### src/rtl/wb_initiator_pkg.sv
// Shared types and default widths for the Wishbone classic initiator.
package wb_initiator_pkg;

   localparam int unsigned DEF_WORD_SIZE    = 32;
   localparam int unsigned DEF_WHISBONE_ADR = 32;
   localparam int unsigned DEF_COUNTERSIZE  = 32;
   localparam int unsigned TIMER_W          = 8;

   typedef enum logic [1:0] {
      ST_IDLE = 2'd0,
      ST_BUS  = 2'd1,
      ST_RESP = 2'd2
   } state_e;

endpackage

### src/rtl/wbm_timeout_timer.sv
// Counts bus cycles spent waiting for ack; expired_o flags the last allowed cycle.
module wbm_timeout_timer
   import wb_initiator_pkg::*;
#(
   parameter int unsigned TIMEOUT_CYCLES = 16
) (
   input  logic clk_i,
   input  logic rst_ni,
   input  logic clear_i,
   input  logic enable_i,
   output logic expired_o
);

   localparam logic [TIMER_W-1:0] LAST = TIMER_W'(TIMEOUT_CYCLES - 1);

   logic [TIMER_W-1:0] cnt_q, cnt_d;

   always_comb begin
      cnt_d = cnt_q;
      if (clear_i) begin
         cnt_d = '0;
      end else if (enable_i) begin
         cnt_d = cnt_q + TIMER_W'(1);
      end
   end

   always_ff @(posedge clk_i or negedge rst_ni) begin
      if (!rst_ni) begin
         cnt_q <= '0;
      end else begin
         cnt_q <= cnt_d;
      end
   end

   assign expired_o = (cnt_q == LAST);

endmodule

### src/rtl/wb_initiator.sv
// Single-outstanding request/response to Wishbone classic master bridge with ack timeout.
module wb_initiator
   import wb_initiator_pkg::*;
#(
   parameter int unsigned WORD_SIZE      = DEF_WORD_SIZE,
   parameter int unsigned WHISBONE_ADR   = DEF_WHISBONE_ADR,
   parameter int unsigned TIMEOUT_CYCLES = 16,
   parameter int unsigned COUNTERSIZE    = DEF_COUNTERSIZE
) (
   input  logic                    clk_i,
   input  logic                    rst_ni,
   input  logic                    req_valid_i,
   output logic                    req_ready_o,
   input  logic                    req_we_i,
   input  logic [3:0]              req_sel_i,
   input  logic [WHISBONE_ADR-1:0] req_adr_i,
   input  logic [WORD_SIZE-1:0]    req_dat_i,
   output logic                    rsp_valid_o,
   input  logic                    rsp_ready_i,
   output logic [WORD_SIZE-1:0]    rsp_dat_o,
   output logic                    rsp_err_o,
   output logic                    wbm_cyc_o,
   output logic                    wbm_stb_o,
   output logic                    wbm_we_o,
   output logic [3:0]              wbm_sel_o,
   output logic [WHISBONE_ADR-1:0] wbm_adr_o,
   output logic [WORD_SIZE-1:0]    wbm_dat_o,
   input  logic [WORD_SIZE-1:0]    wbm_dat_i,
   input  logic                    wbm_ack_i,
   output logic                    busy_o,
   output logic [COUNTERSIZE-1:0]  txn_count_o,
   output logic                    protocol_err_o
);

   state_e                  state_q, state_d;
   logic                    cyc_q, cyc_d;
   logic                    we_q, we_d;
   logic [3:0]              sel_q, sel_d;
   logic [WHISBONE_ADR-1:0] adr_q, adr_d;
   logic [WORD_SIZE-1:0]    dat_q, dat_d;
   logic                    rsp_valid_q, rsp_valid_d;
   logic                    rsp_err_q, rsp_err_d;
   logic [WORD_SIZE-1:0]    rsp_dat_q, rsp_dat_d;
   logic [COUNTERSIZE-1:0]  txn_q, txn_d;
   logic                    perr_q, perr_d;
   logic                    tmr_clear, tmr_en, tmr_expired;

   wbm_timeout_timer #(
      .TIMEOUT_CYCLES(TIMEOUT_CYCLES)
   ) u_timer (
      .clk_i    (clk_i),
      .rst_ni   (rst_ni),
      .clear_i  (tmr_clear),
      .enable_i (tmr_en),
      .expired_o(tmr_expired)
   );

   always_comb begin
      state_d     = state_q;
      cyc_d       = cyc_q;
      we_d        = we_q;
      sel_d       = sel_q;
      adr_d       = adr_q;
      dat_d       = dat_q;
      rsp_valid_d = rsp_valid_q;
      rsp_err_d   = rsp_err_q;
      rsp_dat_d   = rsp_dat_q;
      txn_d       = txn_q;
      perr_d      = perr_q;
      tmr_clear   = 1'b0;
      tmr_en      = 1'b0;

      unique case (state_q)
         ST_IDLE: begin
            if (wbm_ack_i) perr_d = 1'b1;
            if (req_valid_i) begin
               we_d      = req_we_i;
               sel_d     = req_sel_i;
               adr_d     = req_adr_i;
               dat_d     = req_we_i ? req_dat_i : '0;
               cyc_d     = 1'b1;
               tmr_clear = 1'b1;
               state_d   = ST_BUS;
            end
         end
         ST_BUS: begin
            // Ack is tested before expiry so a coincident ack completes normally.
            if (wbm_ack_i) begin
               cyc_d       = 1'b0;
               rsp_valid_d = 1'b1;
               rsp_err_d   = 1'b0;
               rsp_dat_d   = we_q ? '0 : wbm_dat_i;
               txn_d       = txn_q + COUNTERSIZE'(1);
               state_d     = ST_RESP;
            end else if (tmr_expired) begin
               cyc_d       = 1'b0;
               rsp_valid_d = 1'b1;
               rsp_err_d   = 1'b1;
               rsp_dat_d   = '0;
               state_d     = ST_RESP;
            end else begin
               tmr_en = 1'b1;
            end
         end
         ST_RESP: begin
            if (wbm_ack_i) perr_d = 1'b1;
            if (rsp_ready_i) begin
               rsp_valid_d = 1'b0;
               state_d     = ST_IDLE;
            end
         end
         default: state_d = ST_IDLE;
      endcase
   end

   always_ff @(posedge clk_i or negedge rst_ni) begin
      if (!rst_ni) begin
         state_q     <= ST_IDLE;
         cyc_q       <= 1'b0;
         we_q        <= 1'b0;
         sel_q       <= '0;
         adr_q       <= '0;
         dat_q       <= '0;
         rsp_valid_q <= 1'b0;
         rsp_err_q   <= 1'b0;
         rsp_dat_q   <= '0;
         txn_q       <= '0;
         perr_q      <= 1'b0;
      end else begin
         state_q     <= state_d;
         cyc_q       <= cyc_d;
         we_q        <= we_d;
         sel_q       <= sel_d;
         adr_q       <= adr_d;
         dat_q       <= dat_d;
         rsp_valid_q <= rsp_valid_d;
         rsp_err_q   <= rsp_err_d;
         rsp_dat_q   <= rsp_dat_d;
         txn_q       <= txn_d;
         perr_q      <= perr_d;
      end
   end

   assign req_ready_o    = (state_q == ST_IDLE);
   assign busy_o         = (state_q != ST_IDLE);
   assign wbm_cyc_o      = cyc_q;
   assign wbm_stb_o      = cyc_q;
   assign wbm_we_o       = we_q;
   assign wbm_sel_o      = sel_q;
   assign wbm_adr_o      = adr_q;
   assign wbm_dat_o      = dat_q;
   assign rsp_valid_o    = rsp_valid_q;
   assign rsp_err_o      = rsp_err_q;
   assign rsp_dat_o      = rsp_dat_q;
   assign txn_count_o    = txn_q;
   assign protocol_err_o = perr_q;

endmodule

### config.mk
export PLATFORM = sky130hd
export DESIGN_NAME = wb_initiator
export DESIGN_NICKNAME = d
export VERILOG_FILES = /design/src/rtl/wb_initiator_pkg.sv /design/src/rtl/wbm_timeout_timer.sv /design/src/rtl/wb_initiator.sv
export SDC_FILE = /design/constraint.sdc
export NUM_CORES = 1
export LEC_CHECK = 0
export BUFFER_PORTS_ARGS = -buffer_cell sky130_fd_sc_hd__buf_4
export CORE_MARGIN = 2
export CORE_UTILIZATION = 52
export DETAILED_ROUTE_END_ITERATION = 7
export HOLD_SLACK_MARGIN = 0.12
export PLACE_DENSITY = 0.95
export SLEW_MARGIN = 10
export SYNTH_ARGS = -nofsm -noshare
export SYNTH_HDL_FRONTEND = slang
export SYNTH_SLANG_ARGS = --single-unit
### constraint.sdc
create_clock -name clk_i -period 3.6 [get_ports clk_i]
set_input_delay 0.9 -clock clk_i [delete_from_list [all_inputs] [get_ports clk_i]]
set_output_delay 0.9 -clock clk_i [all_outputs]
set_load 0.005 [all_outputs]
# Word level (Yosys, flattened, before mapping)
# Cells that the tools add are included.
dict set report totals {
  regBits 147
  in_bits 106
  out_inout_bits 140
  elab_cells 59
}
dict set report op_classes {
  add_sub_neg 2
  eq_ne 6
  muxes 25
  n_reduce_logical 14
}
# operator n
set ops {}
lappend ops {{32-bit two-way mux} 4}
lappend ops {{32-bit by 1-bit adder with 32-bit output (second input constant)} 1}
lappend ops {{8-bit two-way mux} 2}
lappend ops {{1-bit two-way mux} 12}
lappend ops {{2-bit nonzero test} 5}
lappend ops {{3-bit AND reduction} 3}
lappend ops {{8-bit by 1-bit adder with 8-bit output (second input constant)} 1}
lappend ops {{8-bit by 4-bit == test with 1-bit output (second input constant)} 1}
lappend ops {{2-bit two-way mux} 4}
lappend ops {{2-bit AND reduction} 4}
lappend ops {{2-bit case mux with 3 select lines} 1}
lappend ops {{2-bit inequality test (second input constant)} 2}
lappend ops {{1-bit case mux with 2 select lines} 2}
lappend ops {{3-bit inequality test (second input constant)} 1}
lappend ops {{2-bit by 1-bit == test with 1-bit output (second input constant)} 1}
lappend ops {{2-bit == test (second input constant)} 1}
lappend ops {{2-bit zero test} 1}
lappend ops {{2-bit OR reduction} 1}

# Longest topological paths before layout
dict set report depth {
  ltp_word 6
  mapped_depth 7
  mapped_depth_nobuf 5
}

# Modules after synthesis
# From an unflattened synthesis, not the netlist that was laid out.
dict set report hier_totals {
  cells_unflattened 472
  hier_area_um2 5836.8
}
# module n_inst cells_per_inst area_each_um2 seq_area_each_um2
set by_module_without_submodules {}
lappend by_module_without_submodules {wb_initiator 1 433 5442.7 3478.3}
lappend by_module_without_submodules {wbm_timeout_timer 1 39 394.1 200.2}

# Least setup slack after synthesis
# Ideal clock, no wire load.
dict set report synth_timing {
  path_type {input port to flip-flop}
  startpoint {in wbm_ack_i}
  endpoint {reg txn_q[30], in the netlist txn_count_o[30]}
  setup_ns 0.123
  arrival_time_ns 1.979
  t_required_ns 3.477
  setup_slack_ns 1.497
  cell_stages 5
  n_path_buf 1
  path_cell_list {buf_4 -> nand4b_1 -> nor4_4 -> nand4_1 -> xnor2_1}
}
dict set report synth_between {
  elab_chain_len 1
}
# item line_no
set synth_rtl {}
lappend synth_rtl {{start, declared} wb_initiator.sv:29} ;# input logic wbm_ack_i,
lappend synth_rtl {{2-bit AND reduction (no line)} n/a}
lappend synth_rtl {{end signal, assigned} wb_initiator.sv:139} ;# txn_q <= txn_d;
lappend synth_rtl {{end, declared} wb_initiator.sv:44} ;# logic [COUNTERSIZE-1:0] txn_q, txn_d;
# Every way passes these cells.
# A chain may end at the register's enable or synchronous reset.

# Worst setup path in the final report
dict set report layout_timing {
  startpoint {reg state_q[0]}
  endpoint {out busy_o}
}
dict set report layout_between {
  elab_chain_len 1
}
# item line_no
set layout_rtl {}
lappend layout_rtl {{start, declared} wb_initiator.sv:35} ;# state_e state_q, state_d;
lappend layout_rtl {{start signal, assigned} wb_initiator.sv:130} ;# state_q <= state_d;
lappend layout_rtl {{2-bit nonzero test} wb_initiator.sv:145} ;# assign busy_o = (state_q != ST_IDLE);
lappend layout_rtl {{end, declared} wb_initiator.sv:30} ;# output logic busy_o,
# Every way passes these cells.

==> out/metrics.cfg <==
[place]
portBuffers=245
dp_hpwl_mm=11.80
place_congestion=0.9035
dpl-instance-area_um2=7843
dp_slack_ns=1.230
dp_cells=925

[clocking]
hold_buffers=0
ctsResizeCount=0
root_buffer=clkbuf_16
htreeDepth=4
clk_pin_slew_ns=0.06
cts_setup_buffers=0
cts_buffer_depth=2
cts_num_sinks=147
cts_made_buffers=17
cts_tree=built
clk_latency_ns=0.41

[synth]
synth_nets=673
synth-seq-area-share_pct=62.12
netlist_area_um2=5922
ys_types=37
synth-main-ff-cell=dfrtp_1
synth_edf_count=0
ys_warn_count=0
async_flop_share_pct=100.0
yosys_register_bits=147
netlist_instances=565
synth_area_per_cell_um2=10.48

[timing]
slew_headroom_pct=41.31
setup-tns-final_ns=0
tightest_slew_ns=0.8770
fmax_ghz=0.3930
setup_viol=0
fin_worst_skew_ns=0.008564
hold_viol=0
fin_ws_ns=1.055
period_share_pct=70.69
period_needed_ns=2.545
rsz0062_at_grt=no
maxSlewViolCount=0

[die]
core_um2=10980
dieArea_um2=12260
die_h_um=110.7
die_x_um=110.7
num_rows=38
io_pins=246
start_util_pct=53.92

[status]
status=finished, final reports clean

[cells_and_area]
final_common_cell=buf_4
final_area_um2=8414
final_cell_mix=248 x buf_4, 190 x nand2_1, 147 x dfrtp_1
diodes=0
area_delta_synth_final_pct=42.09
drive_gt1_share_pct=35.50
final_net_count=912
fin_cells=957
fin_util_pct=76.61

[routing]
drc=0
ant_nets=0
post_drt_wl_per_cell_um=18.33
via_per_inst=5.515
drt_iter0_markers=414
drt_pre_antenna_iters=4
wirelength_mm=17.55
vias=5278

[power]
ir_drop_mv=0.5674
p_leak_uw=0.004562
powerDensity_nw_per_um2=795.2

[grt]
grt_start_max_net_pins=64
antenna_found_initial=0
grt_pass1_vias=5525
overflow=0
grt_pass1_wl_mm=28.24
grt_usage_pct=29.22

[worst_setup_path]
required_ns=2.70
cp-start-kind=register
cp_max_fo=6
critPathKind=reg -> out
cp-end-kind=primary output
critPathArrivalTime_ns=1.64

[flow_run]
drv_cap=0

[min_path]
min_path_type=in -> async

-- critical path: stages, from the launching register on --
cell and delay, ns:
dfrtp_1 0.43, nor2_1 0.55, inv_1 0.10, buf_4 0.16
-- synthesized netlist by cell type (all sizes together) (2+ instances only) --
master / n / share of area [%]
a21oi: 3 / 0.25
a21o: 2 / 0.25
inv: 8 / 0.51
clkbuf: 14 / 0.89
nor3: 7 / 0.59
and4: 5 / 0.74
xnor2: 15 / 2.2
nand4: 11 / 1.2
and3: 6 / 0.63
o21ai: 7 / 0.85
dfrtp: 147 / 62
ha: 2 / 0.42
nand3: 46 / 3.9
a22o: 32 / 4.7
nor4: 6 / 0.99
nand2: 191 / 12
and2: 6 / 0.63
buf: 16 / 1.7
nor2: 11 / 0.82
xor2: 21 / 3.1
-- where the power goes --
group | leakage, uW | switching [uW] | internal, uW
sequential | 0.00190 | 440 | 2270
clock | 0.000287 | 661 | 1050
combinational | 0.00237 | 1080 | 1190
-- flip-flops by register name, indices dropped and copies added (netlist names) --
register,cells
protocol_err_o,1
rsp_dat_o,32
rsp_err_o,1
rsp_valid_o,1
state_q,2
txn_count_o,32
u_timer.cnt_q,8
wbm_adr_o,32
wbm_cyc_o,1
wbm_dat_o,32
wbm_sel_o,4
wbm_we_o,1
-- cell type report --
class	instances	area, um2
clock inverter	10	107.6
timing repair buffer	250	1893
inverter	8	30.03
tap	140	175.2
fill	670	2569
sequential	147	3679
clock buffer	22	464.2
multi-input combinational	380	2066
-- path summary, 6_finish.rpt --
check / startpoint / endpoint / slack (ns) / cells after the start
setup / recovery: state_q[0]$_DFFE_PN0P_ / busy_o / 1.06 / 3
hold / removal: rst_ni / txn_count_o[18]$_DFFE_PN0P_ / 0.45 / 1
setup reg to reg: state_q[0]$_DFFE_PN0P_ / wbm_dat_o[26]$_DFFE_PN0P_ / 1.17 / 5
hold reg to reg: wbm_dat_o[18]$_DFFE_PN0P_ / wbm_dat_o[18]$_DFFE_PN0P_ / 0.47 / 2
max in group asynchronous: rst_ni / rsp_dat_o[21]$_DFFE_PN0P_ / 2.39 / 2
min in group clk_i: wbm_dat_o[18]$_DFFE_PN0P_ / wbm_dat_o[18]$_DFFE_PN0P_ / 0.47 / 2
-- through the flow --
step           hold slack, ns  power [uW]
4_1_cts                0.4642        6734
2_1_floorplan          0.4510        3549
3_3_place_gp           0.4518        4811
3_5_place_dp           0.4582        4954
6_report               0.4519        6691
5_1_grt                0.4818        7055
-- metal layers --
layer / track usage (%) / up-vias / share of wire (%)
met4: 12.92 / 0 / 4.2
met2: 50.96 / 269 / 52
met5: 0 / - / 0
met3: 10.22 / 53 / 8.6
met1: 32.26 / 2603 / 36
li1: - / 2353 / -
-- kinds of logic after synthesis --
group / Yosys count / share of synthesized area (%)
xor gates and xnor gates: 36 / 5.324
muxes: 1 / 0.1901
and+or+nand+nor: 296 / 22.63
adders and majority gates: 2 / 0.4225
buffers and inverters: 38 / 3.106
DFF: 147 / 62.12
AOI/OAI and AO/OA: 45 / 6.212
Note: power is estimated with default switching activity, not from simulation.
